## config.mk

```make
export PLATFORM = sky130hd
export DESIGN_NAME = vu_meter_flat
export DESIGN_NICKNAME = d
export VERILOG_FILES = /design/src/rtl/vu_pkg.sv /design/src/rtl/vu_meter_if.sv /design/src/rtl/vu_chan.sv /design/src/rtl/vu_meter.sv /design/src/flat_wrapper.sv
export SDC_FILE = /design/constraint.sdc
export NUM_CORES = 1
export LEC_CHECK = 0
export ABC_AREA = 1
export CAP_MARGIN = 20
export CORE_ASPECT_RATIO = 0.75
export CORE_MARGIN = 2
export CORE_UTILIZATION = 56
export CTS_BUF_LIST = sky130_fd_sc_hd__clkbuf_2
export DETAILED_ROUTE_END_ITERATION = 12
export DONT_BUFFER_PORTS = 1
export PLACE_DENSITY = 0.7
export SYNTH_ARGS = -nofsm -noshare
export SYNTH_HDL_FRONTEND = slang
export SYNTH_SLANG_ARGS = --single-unit
```

## constraint.sdc

```tcl
create_clock -name clk -period 3.9 [get_ports clk]
set_input_delay 1.17 -clock clk [delete_from_list [all_inputs] [get_ports clk]]
set_output_delay 1.17 -clock clk [all_outputs]
set_load 0.01 [all_outputs]
```

## src/rtl/vu_pkg.sv

```systemverilog
// rtl/vu_pkg.sv - level thresholds, level type and bar decode for the VU meter
package vu_pkg;

   localparam logic [14:0] TH1 = 15'd256;
   localparam logic [14:0] TH2 = 15'd1024;
   localparam logic [14:0] TH3 = 15'd4096;
   localparam logic [14:0] TH4 = 15'd16384;

   typedef logic [2:0] lvl_t;

   // Level 0..4 to a 4-LED thermometer; levels above 4 cannot occur
   function automatic logic [3:0] therm(input lvl_t lvl);
      case (lvl)
         3'd0:    therm = 4'b0000;
         3'd1:    therm = 4'b0001;
         3'd2:    therm = 4'b0011;
         3'd3:    therm = 4'b0111;
         default: therm = 4'b1111;
      endcase
   endfunction

endpackage

```

## src/rtl/vu_meter_if.sv

```systemverilog
// rtl/vu_meter_if.sv - vld-qualified stereo sample stream into the VU meter
interface vu_meter_if;
   logic        vld;
   logic [15:0] lft_chnnl;
   logic [15:0] rght_chnnl;

   modport master (output vld, output lft_chnnl, output rght_chnnl);
   modport slave  (input  vld, input  lft_chnnl, input  rght_chnnl);
endinterface

```

## src/rtl/vu_chan.sv

```systemverilog
// rtl/vu_chan.sv - one channel: magnitude, windowed peak, level, decaying display
module vu_chan
   import vu_pkg::*;
#(
   parameter int DECAY_WINS = 4
) (
   input  logic        clk,
   input  logic        rst_n,
   input  logic        vld,
   input  logic        win_last,
   input  logic        win_end,
   input  logic [15:0] smp,
   output logic [3:0]  bar
);

   localparam int DW = (DECAY_WINS > 1) ? $clog2(DECAY_WINS) : 1;
   localparam logic [DW-1:0] DCNT_MAX = DW'(DECAY_WINS - 1);

   logic [14:0]   pk_acc_q, pk_acc_d;
   logic [14:0]   pk_win_q, pk_win_d;
   lvl_t          disp_q, disp_d;
   logic [DW-1:0] dcnt_q, dcnt_d;

   logic [15:0] neg;
   logic [14:0] mag;
   logic [14:0] pk_max;
   lvl_t        new_lvl;

   always_comb begin
      neg = ~smp + 16'd1;
      // -32768 has no positive 16-bit counterpart, so it clamps to full scale
      if (smp[15])
         mag = (smp == 16'h8000) ? 15'h7fff : neg[14:0];
      else
         mag = smp[14:0];
      pk_max = (mag > pk_acc_q) ? mag : pk_acc_q;

      new_lvl = {2'b00, pk_win_q >= TH1} + {2'b00, pk_win_q >= TH2}
              + {2'b00, pk_win_q >= TH3} + {2'b00, pk_win_q >= TH4};

      pk_acc_d = pk_acc_q;
      pk_win_d = pk_win_q;
      if (vld) begin
         if (win_last) begin
            pk_win_d = pk_max;
            pk_acc_d = 15'd0;
         end else begin
            pk_acc_d = pk_max;
         end
      end

      disp_d = disp_q;
      dcnt_d = dcnt_q;
      if (win_end) begin
         if (new_lvl >= disp_q) begin
            disp_d = new_lvl;
            dcnt_d = '0;
         end else if (dcnt_q == DCNT_MAX) begin
            disp_d = disp_q - 3'd1;
            dcnt_d = '0;
         end else begin
            dcnt_d = dcnt_q + DW'(1);
         end
      end
   end

   always_ff @(posedge clk or negedge rst_n) begin
      if (!rst_n) begin
         pk_acc_q <= '0;
         pk_win_q <= '0;
         disp_q   <= '0;
         dcnt_q   <= '0;
      end else begin
         pk_acc_q <= pk_acc_d;
         pk_win_q <= pk_win_d;
         disp_q   <= disp_d;
         dcnt_q   <= dcnt_d;
      end
   end

   assign bar = therm(disp_q);

endmodule

```

## src/rtl/vu_meter.sv

```systemverilog
// rtl/vu_meter.sv - stereo VU meter top: shared window counter and two channel bars
module vu_meter
   import vu_pkg::*;
#(
   parameter int WIN_LOG2   = 10,
   parameter int DECAY_WINS = 4
) (
   input  logic             clk,
   input  logic             rst_n,
   vu_meter_if.slave        aud,
   output logic [7:0]       LED
);

   logic [WIN_LOG2-1:0] win_cnt_q, win_cnt_d;
   logic                win_end_q, win_end_d;
   logic                win_last;

   always_comb begin
      win_last  = aud.vld && (win_cnt_q == {WIN_LOG2{1'b1}});
      win_cnt_d = aud.vld ? win_cnt_q + WIN_LOG2'(1) : win_cnt_q;
      win_end_d = win_last;
   end

   always_ff @(posedge clk or negedge rst_n) begin
      if (!rst_n) begin
         win_cnt_q <= '0;
         win_end_q <= 1'b0;
      end else begin
         win_cnt_q <= win_cnt_d;
         win_end_q <= win_end_d;
      end
   end

   vu_chan #(.DECAY_WINS(DECAY_WINS)) u_lft (
      .clk      (clk),
      .rst_n    (rst_n),
      .vld      (aud.vld),
      .win_last (win_last),
      .win_end  (win_end_q),
      .smp      (aud.lft_chnnl),
      .bar      (LED[7:4])
   );

   vu_chan #(.DECAY_WINS(DECAY_WINS)) u_rght (
      .clk      (clk),
      .rst_n    (rst_n),
      .vld      (aud.vld),
      .win_last (win_last),
      .win_end  (win_end_q),
      .smp      (aud.rght_chnnl),
      .bar      (LED[3:0])
   );

endmodule
```

## src/flat_wrapper.sv

```systemverilog
// flat-port wrapper written by rule: the top's interface ports become plain ports
module vu_meter_flat import vu_pkg::*;
#(
   parameter int WIN_LOG2   = 10,
   parameter int DECAY_WINS = 4
)
  (clk, rst_n, LED, aud_vld, aud_lft_chnnl, aud_rght_chnnl);
  vu_meter_if aud_i ();
  input  logic clk;
  input  logic rst_n;
  output logic [7:0] LED;
  input wire logic [$bits(aud_i.vld)-1:0] aud_vld;
  input wire logic [$bits(aud_i.lft_chnnl)-1:0] aud_lft_chnnl;
  input wire logic [$bits(aud_i.rght_chnnl)-1:0] aud_rght_chnnl;
  assign aud_i.vld = aud_vld;
  assign aud_i.lft_chnnl = aud_lft_chnnl;
  assign aud_i.rght_chnnl = aud_rght_chnnl;
  vu_meter #(.WIN_LOG2(WIN_LOG2), .DECAY_WINS(DECAY_WINS)) u_core (.clk(clk), .rst_n(rst_n), .aud(aud_i), .LED(LED));
endmodule
```

==> flow_summary.ini, run 1 <==
[critical_path]
reg2regPathDepth = 16
worstSetupPathType = flip-flop to flip-flop
startpoint_type = flip-flop
worst_ep_required_time_ps = 4290
cp.arrival_ps = 3790
r2r-start = u_core.u_lft.pk_win_q[14]$_DFFE_PN0P_
crit_path_top_delay_cell = dfrtp_1
max_stage_delay_ps = 470
cp-end-kind = flip-flop
r2r_slack_ps = 500
crit_path_cell_trace = nor2_1 > inv_1 > nor2_1 > nand2_1 > nor3_1 > fa_1 > inv_1 > ha_1 > ha_1 > ha_1 > nand3b_1 > nand3_1 > o21ai_0 > inv_1 > o211ai_1 > o21ai_0
path_max_fanout = 7
r2r-end = u_core.u_lft.disp_q[1]$_DFFE_PN0P_

[sta]
max_freq_mhz = 294.3
fin_skew_ps = 12.27
fin_setup_tns_ps = 0
rsz0062_at_grt = no
fin_crit_ps = 3398
finalSetupViolCount = 0
relSlewSlack_pct = 34.80
whs_ps = 329.7
worst_pin_slew_ps = 976.9
hold_viol = 0
slew_violations = 0
period_share_pct = 87.14

[grt]
grt_pass1_wl_um = 20270
gr-total-overflow = 0
grt.total_usage_pct = 22.26
grt_pass1_vias = 4551
antenna_found_initial = 0
grt_max_degree = 66

[clocking]
post_cts_buffers = 0
cts.clk_slew.worst_paths_ps = 180
cts_resized = 0
cts_buffer_depth = 2
cts_root_buffer = clkbuf_2
ctsHtreeMaxLevel = 3
cts.sink_count = 65
clkLatencyLatePin_ps = 500
cts_tree = done
cts_hold_buf = 0
numCtsBuffers = 9

[finish]
drive_above_1_share_pct = 10.23
finalNetCount = 896
finalInstanceArea_um2 = 5819
n_antenna_cell = 0
area_growth_pct = 1.750

[routing]
drt_iter0_drc = 298
first_pass_iters = 5
viasPerCell = 5.055
ant_nets = 0
wl_per_cell_um = 11.92
vias = 4767
totalWireLength_um = 11240
drcViolationCount = 0

[place]
hpwl_um = 8695
io_buffer_count = 0
dpl-instance-area_um2 = 5737
gp_congestion = 0.8850

[status]
run_status = complete, no violations

[logic_synthesis]
syn_nets = 905
avgSynthCellArea_um2 = 7.017
synth.distinct_cells = 42
ys_seq_elements = 65
netlist_instances = 815
seq_area_frac_synth_pct = 28.44
yosys_warnings = 0
synthesis.area_um2 = 5719

[power]
leakage_uw = 0.003495
peakVddDrop_uv = 287.7
cellPowerDensity_nw_per_um2 = 474.6

[flow_run]
drv_cap = 0

[min_path]
hp-class = input pin to async pin

[floorplanning]
rows = 31
chipWidth_um = 120.7
io_pins = 43
core-area_um2 = 9813
dieArea_um2 = 11050
die_h_um = 91.52
start_util_pct = 58.28
==> through the flow <==
step	setup slack [ps]	total power (uW)	std cells	utilization, %
after global routing	102.5	3062	943	59.30
after detailed placement	140.9	2457	927	58.46
after floorplan	479.3	2258	815	-
after CTS	475.3	2791	943	59.30
after global placement	217.3	2401	927	58.46
final	501.6	2762	943	59.30
==> registers in the layout (all words and copies together) (netlist names) <==
| register | flops |
|---|---|
| u_core.u_rght.pk_win_q | 7 |
| u_core.u_rght.disp_q | 3 |
| u_core.win_end_q | 1 |
| u_core.u_lft.pk_win_q | 7 |
| u_core.win_cnt_q | 10 |
| u_core.u_lft.pk_acc_q | 15 |
| u_core.u_lft.dcnt_q | 2 |
| u_core.u_lft.disp_q | 3 |
| u_core.u_rght.pk_acc_q | 15 |
| u_core.u_rght.dcnt_q | 2 |
==> layout by cell type (no fill, tap or decap), drive strengths merged <==
master,count
or2,6
nor3,7
dfrtp,65
a211oi,2
ha,53
o211ai,2
clkinvlp,2
o22ai,2
nor2,74
inv,141
nand3b,7
xnor2,6
nand3,77
nand2,280
nand4,6
o21ai,29
clkinv,7
mux2,2
xor2,10
fa,2
a21oi,22
clkbuf,9
==> routing by layer <==
metal	vias to the layer above	track usage, %	share of wire [%]
met3	13	5.214	4.5
met2	81	35.03	44
li1	2505	-	-
met1	2168	31.35	51
met4	0	4.457	0.99
met5	-	0	0
==> layout make-up <==
type | count | area (um2)
clock buffers | 9 | 45.04
clock inverters | 7 | 37.54
fillers | 945 | 3994
inverters | 143 | 540.5
multi-input cells | 587 | 3405
flip-flops and latches | 65 | 1627
well taps | 132 | 165.2
==> synthesized netlist by cell type (all sizes together) <==
master	instances	area share, %
a21oi	22	2.6
o21ai	29	2.7
o22ai	2	0.22
clkinv	2	0.15
nand3b	7	1.1
inv	141	9.3
nand4	6	1.0
ha	53	12
dfrtp	65	28
or2	6	0.66
nand3	77	7.1
nor2	74	6.2
xnor2	6	0.92
buf	13	2.1
o211ai	2	0.26
a211oi	2	0.26
xor2	10	1.5
fa	2	0.70
clkbuf	7	0.46
mux2	2	0.39
nor3	7	0.81
nand2	280	21
==> worst max-delay path, delay by kind of cell (launching register included) <==
family	cells	cell delay (ps)
compound gates	3	560
buf+inv	3	240
flops	1	470
fa+ha+maj	4	1140
simple gates	6	880
==> how the worst max path moves through the flow <==
stage	endpoint	start	cells past startpoint
final	u_core.u_lft.disp_q[1]$_DFFE_PN0P_	u_core.u_lft.pk_win_q[14]$_DFFE_PN0P_	16
after global routing	u_core.u_lft.disp_q[1]$_DFFE_PN0P_	u_core.u_lft.pk_win_q[14]$_DFFE_PN0P_	16
after CTS	u_core.u_lft.disp_q[1]$_DFFE_PN0P_	u_core.u_lft.pk_win_q[14]$_DFFE_PN0P_	16
after detailed placement	u_core.u_lft.pk_acc_q[8]$_DFFE_PN0P_	aud_lft_chnnl[0]	19
after global placement	u_core.u_rght.pk_acc_q[8]$_DFFE_PN0P_	aud_rght_chnnl[0]	20
after floorplan	u_core.u_rght.pk_acc_q[10]$_DFFE_PN0P_	aud_rght_chnnl[0]	21
==> cells by family (layout without fill, tap and decap cells) <==
family | count (synthesis) | after routing | synth area share, %
buffers and inverters | 163 | 159 | 12.03
muxes | 2 | 2 | 0.3938
DFF | 65 | 65 | 28.44
xor gates and xnor gates | 16 | 16 | 2.450
adders and majority gates | 55 | 55 | 12.30
AOI/OAI and AO/OA | 57 | 57 | 5.994
and+or+nand+nor | 457 | 457 | 38.39
==> power by group <==
| part | switching (uW) | internal [uW] | total [uW] |
|---|---|---|---|
| clock | 245 | 75.7 | 321 |
| combinational | 932 | 528 | 1460 |
| sequential | 124 | 858 | 982 |
Note: power is estimated with default switching activity, not from simulation.
==> run 2: changes to the inputs <==
--- a/config.mk
+++ b/config.mk
@@ -13,6 +13,7 @@
 export CTS_BUF_LIST = sky130_fd_sc_hd__clkbuf_2
 export DETAILED_ROUTE_END_ITERATION = 12
 export DONT_BUFFER_PORTS = 1
+export GPL_TIMING_DRIVEN = 0
 export PLACE_DENSITY = 0.7
 export SYNTH_ARGS = -nofsm -noshare
 export SYNTH_HDL_FRONTEND = slang
==> run 2 against run 1 <==
Effect of this change:
- core utilization up 1.4 points
- combinational power rose by 5%
- fmax rose by 0.59%
- wire length increased by 4.4%
- clock-buffer cell count up 1
- largest power group unchanged
- critical endpoint unchanged
- clock skew rose by 10 ps
- worst setup slack gained 20 ps
- non-clock buffer count is 20 higher
- clock power is 2% lower
- register-to-register slack improved by 20 ps
- die area did not move
- global-route usage is 1.0 points higher
==> flow_summary.ini, run 2 (synthesized netlist as in run 1, its figures left out) <==
[routing]
ant_nets = 0
vias = 4873
drcViolationCount = 0
wl_per_cell_um = 12.21
viasPerCell = 5.071
totalWireLength_um = 11730
first_pass_iters = 5
drt_iter0_drc = 271

[grt]
grt_pass1_wl_um = 20990
grt_max_degree = 66
grt_pass1_vias = 4750
grt.total_usage_pct = 23.30
antenna_found_initial = 0
gr-total-overflow = 0

[critical_path]
startpoint = u_core.u_lft.pk_win_q[13]$_DFFE_PN0P_
path_max_fanout = 7
startpoint_type = flip-flop
cp.arrival_ps = 3780
max_stage_delay_ps = 440
crit_path_top_delay_cell = fa_1
cp-end-kind = flip-flop
crit_path_cell_trace = nor2_1 > inv_1 > nor2_1 > nand2_1 > nor3_1 > fa_1 > inv_1 > ha_1 > ha_1 > ha_1 > nand3b_1 > nand3_1 > o21ai_0 > inv_1 > o211ai_1 > o21ai_0
reg2regPathDepth = 16
worst_ep_required_time_ps = 4300
r2r-start = u_core.u_lft.pk_win_q[13]$_DFFE_PN0P_
worstSetupPathType = flip-flop to flip-flop

[power]
pwr-share-comb_pct = 54.3
p_clk_share_pct = 11.0
p_sw_uw = 1324
leakage_uw = 0.003575
cellPowerDensity_nw_per_um2 = 476.3
seqPwrFrac_pct = 34.7
power.internal_uw = 1513
peakVddDrop_uv = 312.2
swShare_pct = 46.66

[clocking]
cts_resized = 0
cts_hold_buf = 0
cts_root_buffer = clkbuf_2
cts.sink_count = 65
numCtsBuffers = 9
post_cts_buffers = 0
cts_tree = done
cts.clk_slew.worst_paths_ps = 180
ctsHtreeMaxLevel = 3
clkLatencyLatePin_ps = 510
cts_buffer_depth = 2

[floorplanning]
start_util_pct = 58.28
core-area_um2 = 9813
die_h_um = 91.52
io_pins = 43
rows = 31
dieArea_um2 = 11050
chipWidth_um = 120.7

[finish]
final_common_cell = nand2_1
finalNetCount = 916
largest_registers = u_core.u_lft.pk_acc_q (15), u_core.u_rght.pk_acc_q (15), u_core.win_cnt_q (10)
drive_above_1_share_pct = 11.58
nFillCells = 933
mostFrequentLayoutCells = nand2_1, inv_1, nand3_1, nor2_1, dfrtp_1
stdcell_count = 961
n_antenna_cell = 0
finalInstanceArea_um2 = 5957
area_growth_pct = 4.157

[place]
io_buffer_count = 0
gp_congestion = 0.9212
dp_cells = 947
hpwl_um = 9333
dp_slack_ps = 129.8
dpl-instance-area_um2 = 5884

[flow_run]
drv_cap = 0

[sta]
period_share_pct = 86.63
fin_crit_ps = 3379
fin_setup_tns_ps = 0
fin_skew_ps = 22.40
rsz0062_at_grt = no
hold_viol = 0
slew_violations = 0
worst_pin_slew_ps = 556.6
setup_slack_ps = 521.4
finalSetupViolCount = 0
max_freq_mhz = 296.0
relSlewSlack_pct = 62.89

[status]
run_status = complete, no violations

[min_path]
hp-class = input pin to async pin
[run 2: cell count changes in the layout (fill, tap and decap cells not counted), sizes merged]
cell	delta
buf	+13
clkbuf	+8
clkinv	-2
clkinvlp	-1
[run 2: cell type report]
cell class | instances | area, um2 | area share (%)
multi-input cells | 587 | 3405 | 57.15
flip-flops and latches | 65 | 1627 | 27.31
inverters | 143 | 540.5 | 9.074
well taps | 132 | 165.2 | 2.773
plain buffers | 20 | 147.6 | 2.478
clock buffers | 10 | 50.05 | 0.8402
clock inverters | 4 | 22.52 | 0.3781
[run 2: worst max-delay path: cells and delay by family (launching register included)]
kind / cells / cell delay, ps
adders and majority gates: 4 / 1180
DFF: 1 / 420
AOI/OAI and AO/OA: 3 / 550
and+or+nand+nor: 6 / 870
buffers and inverters: 3 / 240
[run 2: path summary, 6_finish.rpt]
kind,to,slack [ps]
worst max-delay path,u_core.u_lft.disp_q[1]$_DFFE_PN0P_,520
max in group asynchronous,u_core.win_cnt_q[7]$_DFFE_PN0P_,3450
worst min register to register,u_core.u_rght.pk_acc_q[1]$_DFFE_PN0P_,500
worst max register to register,u_core.u_lft.disp_q[1]$_DFFE_PN0P_,520
worst min-delay path,u_core.u_rght.pk_acc_q[14]$_DFFE_PN0P_,330
min in group clk,u_core.u_rght.pk_acc_q[1]$_DFFE_PN0P_,500
[run 2: power by group through the flow]
stage | Clock (uW) | Sequential [uW] | Combinational [uW]
3_3_place_gp | 0 | 989 | 1490
3_5_place_dp | 0 | 994 | 1540
4_1_cts | 327 | 983 | 1550
6_report | 313 | 984 | 1540
5_1_grt | 351 | 1010 | 1770
2_1_floorplan | 0 | 966 | 1290
[run 2: per-stage QoR]
stage | hold WS (ps) | total power (uW) | utilization [%]
2_1_floorplan | 448.9 | 2258 | -
3_3_place_gp | 461.5 | 2482 | 59.96
3_5_place_dp | 465.4 | 2537 | 59.96
4_1_cts | 289.0 | 2862 | 60.70
5_1_grt | 257.9 | 3134 | 60.70
6_report | 325.2 | 2837 | 60.70
[run 2: per-layer routing]
layer	routed length [um]	GRT usage, %	share of wire [%]
met5	0	0	0
met4	75	4.845	0.64
met3	543	5.214	4.6
met2	5197	37.19	44
met1	5914	32.43	50
